$ cat config.mk
export PLATFORM = sky130hd
export DESIGN_NAME = nx_tick_sequencer
export DESIGN_NICKNAME = d
export VERILOG_FILES = /design/src/rtl/nx_tick_sequencer.sv
export SDC_FILE = /design/constraint.sdc
export NUM_CORES = 1
export LEC_CHECK = 0
export BUFFER_PORTS_ARGS = -buffer_cell sky130_fd_sc_hd__buf_4
export CAP_MARGIN = 20
export CELL_PAD_IN_SITES_DETAIL_PLACEMENT = 0
export CELL_PAD_IN_SITES_GLOBAL_PLACEMENT = 2
export CORE_ASPECT_RATIO = 2
export CORE_MARGIN = 3
export CORE_UTILIZATION = 36
export CTS_CLUSTER_DIAMETER = 200
export DETAILED_ROUTE_END_ITERATION = 8
export PLACE_DENSITY = 0.83
export SYNTH_ARGS = -nofsm -noshare
export SYNTH_HDL_FRONTEND = slang
export SYNTH_SLANG_ARGS = --single-unit
$ cat constraint.sdc
create_clock -name i_clk -period 6.16 [get_ports i_clk]
set_input_delay 1.232 -clock i_clk [delete_from_list [all_inputs] [get_ports i_clk]]
set_output_delay 1.232 -clock i_clk [all_outputs]
set_load 0.03 [all_outputs]
$ cat src/rtl/nx_tick_sequencer.sv
// Mesh tick controller: triggers the mesh column-wise for a programmed number of ticks,
// waits for idle under a watchdog, and streams the mesh outputs back in fixed-width sections.
module nx_tick_sequencer #(
    parameter int  COLUMNS     = 4,
    parameter int  OUTPUTS     = 32,
    parameter int  SECTION_W   = 64,
    parameter int  TIMER_WIDTH = 24,
    localparam int NUM_SECT    = (COLUMNS * OUTPUTS + SECTION_W - 1) / SECTION_W,
    localparam int IDX_W       = (NUM_SECT > 1) ? $clog2(NUM_SECT) : 1
) (
    input  logic                         i_clk,
    input  logic                         i_rst,
    input  logic                         i_req_valid,
    output logic                         o_req_ready,
    input  logic [2:0]                   i_req_cmd,
    input  logic [TIMER_WIDTH-1:0]       i_req_data,
    output logic                         o_resp_valid,
    input  logic                         i_resp_ready,
    output logic [1:0]                   o_resp_type,
    output logic [TIMER_WIDTH-1:0]       o_resp_stamp,
    output logic [IDX_W-1:0]             o_resp_index,
    output logic [SECTION_W-1:0]         o_resp_data,
    input  logic [COLUMNS-1:0]           i_mesh_node_idle,
    input  logic                         i_mesh_agg_idle,
    output logic [COLUMNS-1:0]           o_mesh_trigger,
    input  logic [COLUMNS*OUTPUTS-1:0]   i_mesh_outputs,
    output logic                         o_status_active,
    output logic                         o_status_fault
);
    localparam int PAD_W = NUM_SECT * SECTION_W;
    localparam logic [IDX_W-1:0] LAST_IDX = IDX_W'(NUM_SECT - 1);
    localparam logic [IDX_W-1:0] ONE_I = IDX_W'(1);
    localparam logic [TIMER_WIDTH-1:0] ONE_T = TIMER_WIDTH'(1);

    localparam logic [2:0] CMD_SET_MASK    = 3'd1;
    localparam logic [2:0] CMD_START       = 3'd2;
    localparam logic [2:0] CMD_STOP        = 3'd3;
    localparam logic [2:0] CMD_SET_TIMEOUT = 3'd4;
    localparam logic [2:0] CMD_SET_MODE    = 3'd5;
    localparam logic [2:0] CMD_READ_STATUS = 3'd6;

    localparam logic [1:0] RESP_OUTPUTS = 2'd0;
    localparam logic [1:0] RESP_STATUS  = 2'd1;
    localparam logic [1:0] RESP_TIMEOUT = 2'd2;

    typedef enum logic [2:0] {
        S_IDLE    = 3'd0,
        S_TRIGGER = 3'd1,
        S_WAIT    = 3'd2,
        S_OUTPUTS = 3'd3,
        S_FAULT   = 3'd4
    } state_t;

    state_t                   state_reg, state_next;
    logic [COLUMNS-1:0]       mask_reg, mask_next;
    logic [TIMER_WIDTH-1:0]   timeout_reg, timeout_next;
    logic [TIMER_WIDTH-1:0]   stamp_reg, stamp_next;
    logic [TIMER_WIDTH-1:0]   remaining_reg, remaining_next;
    logic [TIMER_WIDTH-1:0]   wait_cnt_reg, wait_cnt_next;
    logic                     delta_mode_reg, delta_mode_next;
    logic                     force_full_reg, force_full_next;
    logic                     fault_reg, fault_next;
    logic                     seen_low_reg, seen_low_next;
    logic                     status_pend_reg, status_pend_next;
    logic                     ready_reg, ready_next;
    logic                     active_reg, active_next;
    logic                     all_idle_reg;
    logic [IDX_W-1:0]         idx_reg, idx_next;
    logic [COLUMNS-1:0]       trigger_reg, trigger_next;
    logic                     resp_valid_reg, resp_valid_next;
    logic [1:0]               resp_type_reg, resp_type_next;
    logic [TIMER_WIDTH-1:0]   resp_stamp_reg, resp_stamp_next;
    logic [IDX_W-1:0]         resp_index_reg, resp_index_next;
    logic [SECTION_W-1:0]     resp_data_reg, resp_data_next;
    logic [SECTION_W-1:0]     snapshot_reg [NUM_SECT];
    logic [SECTION_W-1:0]     snapshot_next [NUM_SECT];

    logic [PAD_W-1:0]         padded;
    logic [SECTION_W-1:0]     sections [NUM_SECT];
    logic                     resp_free, accept, rem_write, start_go, status_req, fsm_emit;
    logic [1:0]               fsm_type;
    logic [IDX_W-1:0]         fsm_index;
    logic [SECTION_W-1:0]     fsm_data, status_word;

    assign padded = PAD_W'(i_mesh_outputs);

    generate
        for (genvar gi = 0; gi < NUM_SECT; gi++) begin : g_sect
            assign sections[gi] = padded[gi*SECTION_W +: SECTION_W];
        end
    endgenerate

    // Ready combines a registered state term with the live stall so a consumed response frees the port at once.
    assign resp_free   = !(resp_valid_reg && !i_resp_ready);
    assign o_req_ready = ready_reg && resp_free;
    assign accept      = i_req_valid && o_req_ready;
    assign status_word = SECTION_W'({state_reg, all_idle_reg, delta_mode_reg, fault_reg, remaining_reg});

    always_comb begin
        state_next       = state_reg;
        mask_next        = mask_reg;
        timeout_next     = timeout_reg;
        stamp_next       = stamp_reg;
        remaining_next   = remaining_reg;
        wait_cnt_next    = wait_cnt_reg;
        delta_mode_next  = delta_mode_reg;
        force_full_next  = force_full_reg;
        fault_next       = fault_reg;
        seen_low_next    = seen_low_reg;
        idx_next         = idx_reg;
        snapshot_next    = snapshot_reg;
        trigger_next     = '0;
        rem_write        = 1'b0;
        start_go         = 1'b0;
        status_req       = status_pend_reg;
        fsm_emit         = 1'b0;
        fsm_type         = RESP_OUTPUTS;
        fsm_index        = '0;
        fsm_data         = '0;

        if (accept) begin
            case (i_req_cmd)
                CMD_SET_MASK:    mask_next = COLUMNS'(i_req_data);
                CMD_SET_TIMEOUT: timeout_next = i_req_data;
                CMD_SET_MODE:    delta_mode_next = i_req_data[0];
                CMD_READ_STATUS: status_req = 1'b1;
                CMD_STOP: begin
                    remaining_next = '0;
                    rem_write      = 1'b1;
                end
                CMD_START: begin
                    if (i_req_data != '0) begin
                        remaining_next = i_req_data;
                        rem_write      = 1'b1;
                        if (state_reg == S_IDLE) begin
                            force_full_next = 1'b1;
                            fault_next      = 1'b0;
                            start_go        = 1'b1;
                        end
                    end
                end
                default: ;
            endcase
        end

        case (state_reg)
            S_IDLE: if (start_go) state_next = S_TRIGGER;
            S_TRIGGER: begin
                trigger_next  = mask_reg;
                wait_cnt_next = '0;
                seen_low_next = 1'b0;
                state_next    = S_WAIT;
                if (!rem_write && remaining_reg != '0) remaining_next = remaining_reg - ONE_T;
            end
            S_WAIT: begin
                seen_low_next = seen_low_reg || !all_idle_reg;
                if (seen_low_reg && all_idle_reg) begin
                    state_next = S_OUTPUTS;
                    idx_next   = '0;
                end else if (timeout_reg != '0 && wait_cnt_reg == timeout_reg - ONE_T) begin
                    state_next = S_FAULT;
                end else if (wait_cnt_reg != '1) begin
                    wait_cnt_next = wait_cnt_reg + ONE_T;
                end
            end
            S_OUTPUTS: begin
                if (resp_free) begin
                    // Unchanged sections still take their cycle so the walk length is fixed.
                    fsm_emit  = !(delta_mode_reg && !force_full_reg && sections[idx_reg] == snapshot_reg[idx_reg]);
                    fsm_type  = RESP_OUTPUTS;
                    fsm_index = idx_reg;
                    fsm_data  = sections[idx_reg];
                    if (idx_reg == LAST_IDX) begin
                        snapshot_next   = sections;
                        stamp_next      = stamp_reg + ONE_T;
                        force_full_next = 1'b0;
                        idx_next        = '0;
                        state_next      = (remaining_reg != '0) ? S_TRIGGER : S_IDLE;
                    end else begin
                        idx_next = idx_reg + ONE_I;
                    end
                end
            end
            S_FAULT: begin
                if (resp_free) begin
                    fsm_emit       = 1'b1;
                    fsm_type       = RESP_TIMEOUT;
                    fsm_data       = SECTION_W'(wait_cnt_reg);
                    fault_next     = 1'b1;
                    remaining_next = '0;
                    state_next     = S_IDLE;
                end
            end
            default: state_next = S_IDLE;
        endcase

        resp_valid_next  = resp_valid_reg;
        resp_type_next   = resp_type_reg;
        resp_stamp_next  = resp_stamp_reg;
        resp_index_next  = resp_index_reg;
        resp_data_next   = resp_data_reg;
        status_pend_next = status_req;
        // A status read collides only with FSM responses; it is deferred, never dropped.
        if (resp_free) begin
            if (fsm_emit) begin
                resp_valid_next = 1'b1;
                resp_type_next  = fsm_type;
                resp_stamp_next = stamp_reg;
                resp_index_next = fsm_index;
                resp_data_next  = fsm_data;
            end else if (status_req) begin
                resp_valid_next  = 1'b1;
                resp_type_next   = RESP_STATUS;
                resp_stamp_next  = stamp_reg;
                resp_index_next  = '0;
                resp_data_next   = status_word;
                status_pend_next = 1'b0;
            end else begin
                resp_valid_next = 1'b0;
            end
        end

        ready_next  = (state_next != S_OUTPUTS);
        active_next = (state_next != S_IDLE);
    end

    always_ff @(posedge i_clk) begin
        if (i_rst) begin
            state_reg       <= S_IDLE;
            mask_reg        <= '1;
            timeout_reg     <= '0;
            stamp_reg       <= '0;
            remaining_reg   <= '0;
            wait_cnt_reg    <= '0;
            delta_mode_reg  <= 1'b0;
            force_full_reg  <= 1'b0;
            fault_reg       <= 1'b0;
            seen_low_reg    <= 1'b0;
            status_pend_reg <= 1'b0;
            ready_reg       <= 1'b0;
            active_reg      <= 1'b0;
            all_idle_reg    <= 1'b0;
            idx_reg         <= '0;
            trigger_reg     <= '0;
            resp_valid_reg  <= 1'b0;
            resp_type_reg   <= '0;
            resp_stamp_reg  <= '0;
            resp_index_reg  <= '0;
            resp_data_reg   <= '0;
            for (int i = 0; i < NUM_SECT; i++) snapshot_reg[i] <= '0;
        end else begin
            state_reg       <= state_next;
            mask_reg        <= mask_next;
            timeout_reg     <= timeout_next;
            stamp_reg       <= stamp_next;
            remaining_reg   <= remaining_next;
            wait_cnt_reg    <= wait_cnt_next;
            delta_mode_reg  <= delta_mode_next;
            force_full_reg  <= force_full_next;
            fault_reg       <= fault_next;
            seen_low_reg    <= seen_low_next;
            status_pend_reg <= status_pend_next;
            ready_reg       <= ready_next;
            active_reg      <= active_next;
            all_idle_reg    <= (&i_mesh_node_idle) && i_mesh_agg_idle;
            idx_reg         <= idx_next;
            trigger_reg     <= trigger_next;
            resp_valid_reg  <= resp_valid_next;
            resp_type_reg   <= resp_type_next;
            resp_stamp_reg  <= resp_stamp_next;
            resp_index_reg  <= resp_index_next;
            resp_data_reg   <= resp_data_next;
            snapshot_reg    <= snapshot_next;
        end
    end

    assign o_mesh_trigger  = trigger_reg;
    assign o_resp_valid    = resp_valid_reg;
    assign o_resp_type     = resp_type_reg;
    assign o_resp_stamp    = resp_stamp_reg;
    assign o_resp_index    = resp_index_reg;
    assign o_resp_data     = resp_data_reg;
    assign o_status_active = active_reg;
    assign o_status_fault  = fault_reg;
endmodule
==> run metrics, run 1 <==
TritonCTS buffer count=34; reg2reg end=o_resp_data[47]; initial antenna violation count=2; post_cts resized=0; Die H=310 µm; Tcrit/Tclk final=63.8%; IO buf count=262; WL/cell=23.2 µm; DR pass1 iterations=5; Largest register FFs=128; clock share of power=45.6%; worst-margin pin slew=1.22 ns; Setup Viol. Count Final=0; switching part of the total=24.8%; post-CTS setup buffers=0; Crit Reg-Reg Startpoint=idx_reg; Hold-fix buffers, CTS=0; Relative slew margins=18.0%; Hold Path Class=reg2reg; io pins=263; met2 WL post-DR=35800 µm; Reg area=0.00673 mm²; Antenna Violating Nets Remaining=0; Async SR Flop Fraction=0%; pin count of the biggest net entering global routing=181; Hold Path Cell Cnt=2; Critical Path RT=6.62 ns; fill count=4604; final hold slack=0.453 ns; HP Start=o_resp_stamp[20]; CP Launch Type=primary input; internal power=3.61 mW; GRT Overall Usage=26.8%; CTS tree=yes; syn_area_per_cell=7.85 µm²; CTS root buffer=clkbuf_16; fmax=0.254 GHz; Post-Place Worst Slack=1.77 ns; wirelength, routed=67100 µm; Worst R2R Path Depth=10; routed vias=16100; PwrDens=238 mW/mm²; Critical Path AT=4.39 ns; DR vias/cell=5.58; final worst slack=2.23 ns; Remaining DRCs=0; unrepaired setup endpoints after global routing=no; Yosys warnings=0; number of synthesized flops with an enable pin=0; setup TNS=0 ns; grt ovf=0; area of the multi-input gates=0.00915 mm²; CTS max path bufs=3; Sequential Power Share=45.6%; Area Overhead vs Synth=21.5%; NetSw=1.19 mW; vias in the first global route=16000; Iter 0 DRT Violations=982; skew final=0.0211 ns; MaxCap Viol Count=0; CTS Sinks=336; kind of critical path=in2reg; Rows=110; Pleak=7.43 nW; main flop type after synthesis=dfxtp_1; Max Slew Vio Count=0; highest routed layer=met4; Crit Path Max Fanout=30; Fin. Hold Viols=0; metal3 WL=3250 µm; Cell variety after synth=73; nets@finish=2476; Logic pwr share=8.8%; area of the die=0.0488 mm²; status=finished, final reports clean; peak supply drop=0.000177 V; post-synthesis cell area=0.0166 mm²; first-pass GRT wire length=99400 µm; starting density of the core=36.6%; Reg2Reg Setup Slack=2.31 ns; layout cell share with drive strength beyond 1=16.5%; Routability Congestion=0.917; register area share after synthesis=40.6%; Metal-1 WL=23100 µm; Net Count, Synth=2283; clk_lat worst skew=0.53 ns; worst hold endpoint=o_resp_stamp[20]; core area=0.0453 mm²; Cells after Synth=2114; H-tree depth=2; Worst-path clk slew=0.07 ns; final worst path period need=3.93 ns; Final HPWL DP=51300 µm; crit path capture type=flop; synthesized flop and latch total=336; die width=158 µm
## stage by stage
stage / cell area (µm²) / instances / total power [mW] / util (%)
finish: 20100 / 2894 / 4.80 / 44.5
detailed placement: 19000 / 2830 / 2.66 / 41.9
global route: 20100 / 2894 / 4.97 / 44.5
CTS: 20100 / 2891 / 4.87 / 44.5
floorplan: 16600 / 2114 / 2.43 / -
global placement: 19000 / 2830 / 2.66 / 41.9
## worst max path at each step
stage	startpoint	endpoint	cells after the start
floorplan	i_resp_ready	remaining_reg[19]	12
global placement	i_mesh_outputs[110]	o_resp_data[44]	11
detailed placement	i_mesh_outputs[107]	o_resp_data[40]	11
CTS	i_mesh_outputs[107]	o_resp_data[47]	11
global route	i_resp_ready	remaining_reg[15]	12
finish	i_mesh_outputs[12]	o_resp_data[38]	12
## cells in the mapped netlist, types with 4 or more instances
master | number | area share, %
nor3b_1 | 5 | 0.23
o21ai_1 | 13 | 0.39
a22oi_1 | 34 | 1.5
or4_1 | 12 | 0.54
mux2_2 | 14 | 0.95
xnor2_1 | 63 | 3.3
inv_1 | 60 | 1.4
dfxtp_1 | 336 | 41
nand2b_1 | 22 | 0.83
a31oi_1 | 6 | 0.23
or2_2 | 6 | 0.23
nand2_1 | 431 | 9.8
and2_1 | 6 | 0.23
o21ai_0 | 38 | 1.1
and3_1 | 42 | 1.6
o221ai_1 | 4 | 0.21
buf_1 | 7 | 0.16
nor4_1 | 39 | 1.5
nand3_1 | 26 | 0.78
o2bb2ai_1 | 23 | 1.2
o211ai_1 | 4 | 0.18
mux2i_1 | 55 | 3.3
nor2b_1 | 18 | 0.68
ha_1 | 5 | 0.38
a21oi_1 | 282 | 8.5
or3_1 | 28 | 1.1
nor3_1 | 30 | 0.91
xor2_1 | 79 | 4.2
o31ai_1 | 5 | 0.23
clkbuf_1 | 119 | 2.7
nand3b_1 | 16 | 0.72
o22ai_1 | 41 | 1.5
nand4_1 | 32 | 1.2
a2111oi_0 | 8 | 0.42
o2111ai_1 | 5 | 0.26
a22o_1 | 12 | 0.63
nor2_1 | 125 | 2.8
## cells by family after synthesis
group	count (synthesis)	synth area share (%)
AO/OA/AOI/OAI	514	18.7
XOR/XNOR	142	7.50
AND/OR/NAND/NOR	856	24.1
multiplexers	69	4.27
adder cells (fa/ha/maj)	5	0.377
buffers and inverters	192	4.52
flip-flops	336	40.6
## power groups by stage
stage | logic (mW) | registers, mW | clock network, mW
2_1_floorplan | 0.190 | 2.24 | 0
5_1_grt | 0.456 | 2.19 | 2.32
3_5_place_dp | 0.426 | 2.24 | 0
3_3_place_gp | 0.424 | 2.24 | 0
4_1_cts | 0.427 | 2.19 | 2.25
6_report | 0.425 | 2.19 | 2.19
## final cells by class
class                      count  area share [%]
clock buffer                  49            5.01
tap                          560            3.48
antenna                        2          0.0248
inverter                      60            1.12
timing repair buffer         289            10.9
clock inverter                12           0.689
sequential                   336            33.4
multi-input combinational   1586            45.4
## worst max-delay path, cell delays in order
cell       delay [ns]
buf_4            0.12
xnor2_1          0.12
o21ai_0          0.10
nor4_1           0.93
nand3_1          0.22
a2111oi_0        0.38
and4b_1          0.37
o21ai_2          0.07
buf_4            0.26
nor2_2           0.11
buf_4            0.28
o2bb2ai_1        0.15
## layout by cell type (no fill, tap or decap), types with 35 or more instances in the layout
cell and instances:
inv_1 60, nand2_1 430, dfxtp_1 335, a21oi_1 281
buf_4 286, o22ai_1 41, and3_1 42, nor4_1 39
mux2i_1 55, nor2_1 124, xnor2_1 63, o21ai_0 37
clkbuf_16 35, xor2_1 79
## metal layers
metal / vias to the layer above / track usage (%)
li1: 7773 / -
met1: 7673 / 27.5
met2: 546 / 49.8
met3: 147 / 3.77
met4: 0 / 17.1
met5: - / 0
No activity file was read; power rests on OpenSTA's default activity.
==> run 2, diff against run 1 <==
--- a/config.mk
+++ b/config.mk
@@ -5,16 +5,17 @@
 export SDC_FILE = /design/constraint.sdc
 export NUM_CORES = 1
 export LEC_CHECK = 0
+export ABC_AREA = 1
 export BUFFER_PORTS_ARGS = -buffer_cell sky130_fd_sc_hd__buf_4
 export CAP_MARGIN = 20
 export CELL_PAD_IN_SITES_DETAIL_PLACEMENT = 0
 export CELL_PAD_IN_SITES_GLOBAL_PLACEMENT = 2
 export CORE_ASPECT_RATIO = 2
 export CORE_MARGIN = 3
-export CORE_UTILIZATION = 36
+export CORE_UTILIZATION = 31
 export CTS_CLUSTER_DIAMETER = 200
 export DETAILED_ROUTE_END_ITERATION = 8
-export PLACE_DENSITY = 0.83
+export PLACE_DENSITY = 0.78
 export SYNTH_ARGS = -nofsm -noshare
 export SYNTH_HDL_FRONTEND = slang
 export SYNTH_SLANG_ARGS = --single-unit
==> constraint.sdc (replaced) <==
create_clock -name i_clk -period 4.1 [get_ports i_clk]
set_input_delay 0.82 -clock i_clk [delete_from_list [all_inputs] [get_ports i_clk]]
set_output_delay 0.82 -clock i_clk [all_outputs]
set_load 0.03 [all_outputs]
==> run 2 against run 1 <==
  * Sequential cell count is the same
  * Worst hold slack lost 0.020 ns
  * Sequential share of layout area shrank 3.8 points
  * Worst setup slack lost 1.7 ns
  * Final cell count grew 38%
  * Clock-buffer cell count grew 9
  * Routed wire length grew 15%
  * Critical path depth grew 8
  * Critical endpoint is now o_resp_data[21]
  * Largest cell class unchanged
  * Largest power group is now the clock network
==> run metrics, run 2 <==
status=finished, final reports clean; clk_lat worst skew=0.56 ns (+0.03 ns); count leader, synth=nand2_1; TritonCTS buffer count=38 (+12%); core area=0.0593 mm² (+31%); metal3 WL=3610 µm (+11%); Tcrit/Tclk final=86.5%; first-pass GRT wire length=116000 µm (+16%); Worst-path clk slew=0.06 ns (about the same); Crit Reg-Reg Startpoint=idx_reg; Cells after Synth=3029 (+43%); post-route cell area=0.0227 mm² (+13%); Reg2Reg Setup Slack=0.55 ns (-1.76 ns); Antenna Violating Nets Remaining=0 (unchanged); pin count of the biggest net entering global routing=159 (-12%); number of synthesized flops with an enable pin=0 (unchanged); Cell variety after synth=38 (-48%); Routability Congestion=0.929 (+1.3%); Remaining DRCs=0 (unchanged); WL/cell=19.2 µm (-17%); Rows=126 (+15%); routed vias=19800 (+23%); Relative slew margins=34.9% (+17 points); most area-hungry cell type in the Yosys netlist=dfxtp_1; crit path capture type=flop; CP Launch Type=flop; layout cell share with drive strength beyond 1=12.0% (-4.5 points); Fin. Hold Viols=0 (unchanged); setup TNS=0 ns (unchanged); Async SR Flop Fraction=0% (unchanged); commonest cells in the netlist=nand2_1 (991), nor2_1 (394), dfxtp_1 (336); DR vias/cell=4.94 (-11%); Setup Viol. Count Final=0 (unchanged); wirelength, routed=77000 µm (+15%); Largest register FFs=128 (unchanged); post_cts resized=0 (unchanged); Area Overhead vs Synth=21.9%; syn_area_per_cell=6.15 µm² (-22%); die width=179 µm (+14%); CTS Sinks=336 (unchanged); post-CTS setup buffers=0 (unchanged); post-place instance area=0.0213 mm² (+12%); Final HPWL DP=56800 µm (+11%); Yosys warnings=0 (unchanged); highest routed layer=met5; dpl cells=3941 (+39%); post-synthesis cell area=0.0186 mm² (+12%); CTS root buffer=clkbuf_16; GRT Overall Usage=23.8% (-3.0 points); nets@finish=3382 (+37%); Hold Path Cell Cnt=2 (unchanged); Critical Path RT=4.54 ns (-2.08 ns); reg2reg end=o_resp_data[21]; skew final=0.0201 ns (-0.00105 ns); H-tree depth=2 (unchanged); Hold Path Class=reg2reg; starting density of the core=31.4% (-5.2 points); peak supply drop=0.000290 V (+63%); Crit Path Max Fanout=76 (+150%); share of the synthesized area in the top cell type=36.1% (-4.5 points); MaxCap Viol Count=0 (unchanged); Critical Path End=o_resp_data[21]; Non-Filler Instances=4007 (+38%); register area share after synthesis=36.1% (-4.5 points); io pins=263 (unchanged); CTS max path bufs=3 (unchanged); fin util=38.3% (-6.2 points); PwrDens=350 mW/mm² (+47%); vias in the first global route=19500 (+22%); DR pass1 iterations=6 (+1); met2 WL post-DR=40400 µm (+13%); most frequent cells in the layout=nand2_1 (987), nor2_1 (393), dfxtp_1 (335), inv_1 (333), buf_4 (298); Critical Path AT=3.98 ns (-0.41 ns); grt ovf=0 (unchanged); fmax=0.282 GHz; Pleak=10.3 nW (+38%); commonest non-fill, non-tap cell in the layout=nand2_1; synthesized flop and latch total=336 (unchanged); final worst path period need=3.55 ns; Metal-1 WL=28500 µm (+23%); overall power=7.94 mW (+65%); CP Launch Point=idx_reg; kind of critical path=reg2reg; Max Slew Vio Count=0 (unchanged); CTS tree=yes; top post-synthesis cells by area=dfxtp_1 (36%), nand2_1 (20%), nor2_1 (7.9%); Ant. Diodes=0 (-2); Net Count, Synth=3198 (+40%); Worst R2R Path Depth=20 (+10); main flop type after synthesis=dfxtp_1; initial antenna violation count=2 (unchanged); Hold-fix buffers, CTS=0 (unchanged); IO buf count=262 (unchanged); area of the die=0.0633 mm² (+30%); Die H=353 µm (+14%); unrepaired setup endpoints after global routing=no; worst-margin pin slew=0.968 ns (-0.251 ns); Iter 0 DRT Violations=970 (-1.2%)
==> run 2: area by class of cell <==
type / instances / area, µm²
inverter: 339 / 1280
multi-input combinational: 2190 / 9920
tap: 768 / 961
timing repair buffer: 308 / 2440
fill: 6614 / 36600
clock buffer: 58 / 1210
clock inverter: 8 / 168
sequential: 336 / 6730
==> run 2: logic make-up after synthesis <==
| family | Yosys count | share of synthesized area, % |
|---|---|---|
| XOR/XNOR | 78 | 3.67 |
| AO/OA/AOI/OAI | 500 | 14.8 |
| AND/OR/NAND/NOR | 1607 | 34.3 |
| buffers and inverters | 503 | 10.8 |
| flip-flops | 336 | 36.1 |
| adder cells (fa/ha/maj) | 5 | 0.336 |
==> run 2: where the power goes <==
part / switching (mW) / internal [mW] / total, mW
Sequential: 0.0217 / 3.29 / 3.31
Combinational: 0.505 / 0.285 / 0.789
Clock: 1.50 / 2.34 / 3.84
Total: 2.02 / 5.92 / 7.94
==> run 2: per-stage QoR <==
| stage | worst slack (ns) | hold slack [ns] |
|---|---|---|
| floorplan | 1.21 | 0.410 |
| global placement | 0.516 | 0.426 |
| detailed placement | 0.511 | 0.425 |
| CTS | 0.485 | 0.438 |
| global route | 0.179 | 0.457 |
| finish | 0.553 | 0.433 |
==> run 2: worst min-delay path by stage <==
stage / endpoint / slack [ns] / from
4_1_cts: o_mesh_trigger[1] / 0.44 / mask_reg[1]
2_1_floorplan: o_mesh_trigger[0] / 0.41 / mask_reg[0]
5_1_grt: o_mesh_trigger[1] / 0.46 / mask_reg[1]
6_report: o_mesh_trigger[3] / 0.43 / mask_reg[3]
3_3_place_gp: o_mesh_trigger[3] / 0.43 / mask_reg[3]
3_5_place_dp: o_mesh_trigger[1] / 0.42 / mask_reg[1]
==> run 2: critical path, stage by stage (launching register included) <==
cell     delay [ns]
dfxtp_4        0.43
inv_6          0.39
buf_12         0.27
nand2_1        0.07
nand2_1        0.08
inv_1          0.04
nand2_1        0.06
nand2_1        0.05
nor2_1         0.11
nand2_1        0.08
nor2_1         0.22
nand3_1        0.11
nor2_1         0.33
nand2_1        0.13
nand2_1        0.12
nand2_2        0.09
buf_12         0.20
nand2_1        0.13
o21ai_0        0.09
nor2_1         0.20
nor2_1         0.06
==> run 2: per-layer routing <==
metal	vias to the layer above	global-route usage [%]
li1	9948	-
met5	-	0
met3	155	3.49
met4	4	12.4
met1	9167	25.5
met2	525	44.1
==> run 3, diff against run 2 <==
--- a/config.mk
+++ b/config.mk
@@ -16,6 +16,7 @@
 export CTS_CLUSTER_DIAMETER = 200
 export DETAILED_ROUTE_END_ITERATION = 8
 export PLACE_DENSITY = 0.78
+export RECOVER_POWER = 50
 export SYNTH_ARGS = -nofsm -noshare
 export SYNTH_HDL_FRONTEND = slang
 export SYNTH_SLANG_ARGS = --single-unit
==> run 3 against run 2 <==
  * Final area decreased by 1.8%
  * Sequential share of layout area increased by 0.53 points
  * Core utilization decreased by 0.67 points
  * The run now ends with max-capacitance violations, max-slew violations left
  * Critical endpoint is now snapshot_reg[36]
==> run metrics, run 3 (synthesis gave the netlist of run 2 again) <==
initial antenna violation count=2 (unchanged); post-CTS setup buffers=0 (unchanged); TritonCTS buffer count=38 (unchanged); Setup Viol. Count Final=0 (unchanged); fmax=0.267 GHz (-5.2%); grt ovf=0 (unchanged); io pins=263 (unchanged); starting density of the core=31.4% (unchanged); Largest register FFs=128 (unchanged); CP Launch Type=primary input; Fin. Hold Viols=0 (unchanged); CTS root buffer=clkbuf_16; routed vias=19800 (-0.025%); IO buf count=262 (unchanged); Hold Path Cell Cnt=2 (unchanged); HP Start=mask_reg[3]; WL/cell=19.2 µm (-0.21%); Hold-fix buffers, CTS=0 (unchanged); H-tree depth=2 (unchanged); Relative slew margins=-137% (-170 points); Hold Path Class=reg2reg; nets@finish=3382 (unchanged); vias in the first global route=19500 (unchanged); first-pass GRT wire length=116000 µm (unchanged); status=complete, but fails checks; final worst path period need=3.74 ns (+0.197 ns); Crit Reg-Reg Startpoint=idx_reg; CTS max path bufs=3 (unchanged); setup TNS=0 ns (unchanged); Critical Path RT=4.52 ns (-0.02 ns); Die H=353 µm (unchanged); wirelength, routed=76800 µm (-0.21%); layout cell share with drive strength beyond 1=8.89% (-3.1 points); Ant. Diodes=0 (unchanged); core area=0.0593 mm² (unchanged); peak supply drop=0.000290 V (about the same); skew final=0.0195 ns (-0.000560 ns); Final HPWL DP=56800 µm (unchanged); Worst-path clk slew=0.06 ns (about the same); Reg2Reg Setup Slack=0.50 ns (-0.05 ns); Max Slew Vio Count=240 (+240); unrepaired setup endpoints after global routing=no; CTS tree=yes; CTS Sinks=336 (unchanged); failing checks=max-capacitance violations, max-slew violations; Crit Path Max Fanout=81 (+6.6%); Critical Path AT=4.16 ns (+0.18 ns); commonest non-fill, non-tap cell in the layout=nand2_1; Routability Congestion=0.929 (unchanged); die width=179 µm (unchanged); Remaining DRCs=0 (unchanged); MaxCap Viol Count=2 (+2); most frequent cells in the layout=nand2_1 (987), nor2_1 (393), dfxtp_1 (335), inv_1 (334), buf_4 (196); worst hold endpoint=o_mesh_trigger[3]; DR vias/cell=4.94 (about the same); reg2reg end=o_resp_valid; kind of critical path=in2reg; Worst R2R Path Depth=18 (-10%); clk_lat worst skew=0.55 ns (about the same); Iter 0 DRT Violations=1032 (+6.4%); post_cts resized=0 (unchanged); fin util=37.6% (-0.67 points); worst-margin pin slew=3.55 ns (+2.58 ns); area of the die=0.0633 mm² (unchanged); Tcrit/Tclk final=91.3% (+4.8 points); crit path capture type=flop; pin count of the biggest net entering global routing=159 (unchanged); DR pass1 iterations=6 (unchanged); GRT Overall Usage=23.8% (unchanged); PwrDens=355 mW/mm² (+1.7%); Pleak=9.83 nW (-4.2%); Antenna Violating Nets Remaining=0 (unchanged); Area Overhead vs Synth=19.7%; Rows=126 (unchanged)
run 3: cell types whose count changed in the layout (fill, tap and decap cells not counted):
cell      delta
clkbuf_1   +100
clkbuf_2     +2
buf_4      -102
inv_1        +1
inv_4        -1
buf_2        +1
buf_12       -1
run 3: area by class of cell:
type,count,area [µm²]
tap,768,961
clock buffer,58,1210
fill,6715,37000
clock inverter,8,168
sequential,336,6730
multi-input combinational,2190,9920
timing repair buffer,308,2040
inverter,339,1280
run 3: power by group:
group          leakage (nW)  internal, mW  switching (mW)  total [mW]
Clock                 0.676          2.34            1.50        3.84
Sequential             2.71          3.29          0.0213        3.31
Combinational          6.45         0.274           0.504       0.778
run 3: worst max path at each step:
| stage | startpoint | end | slack (ns) | depth (start not counted) |
|---|---|---|---|---|
| after floorplan | i_resp_ready | remaining_reg[20] | 1.21 | 11 |
| after global placement | idx_reg | o_resp_data[10] | 0.52 | 19 |
| after detailed placement | idx_reg | o_resp_data[0] | 0.51 | 20 |
| after CTS | idx_reg | o_resp_data[0] | 0.49 | 20 |
| after global routing | i_rst | snapshot_reg[36] | 0.09 | 5 |
| final | i_rst | snapshot_reg[36] | 0.36 | 5 |
run 3: per-stage QoR:
stage / hold slack (ns) / worst slack (ns) / cells / instance area [µm²] / total power [mW]
after floorplan: 0.410 / 1.21 / 3029 / 18600 / 3.81
after global placement: 0.426 / 0.516 / 3941 / 21300 / 4.18
final: 0.433 / 0.357 / 4007 / 22300 / 7.93
after CTS: 0.438 / 0.485 / 4007 / 22700 / 8.07
after detailed placement: 0.425 / 0.511 / 3941 / 21300 / 4.18
after global routing: 0.457 / 0.0913 / 4007 / 22300 / 8.24
run 3: layer usage:
layer  part of all wire (%)  vias to the layer above  track usage, %
met4                    5.9                        4            12.4
met3                    4.7                      160            3.49
li1                       -                     9947               -
met2                     52                      521            44.1
met1                     37                     9162            25.5
met5                  0.040                        -               0
run 3: critical path, cell delays in order:
cell and delay, ns:
clkbuf_1 0.08, inv_1 1.84, nand2_2 0.09, clkbuf_2 0.82
o32ai_1 0.39
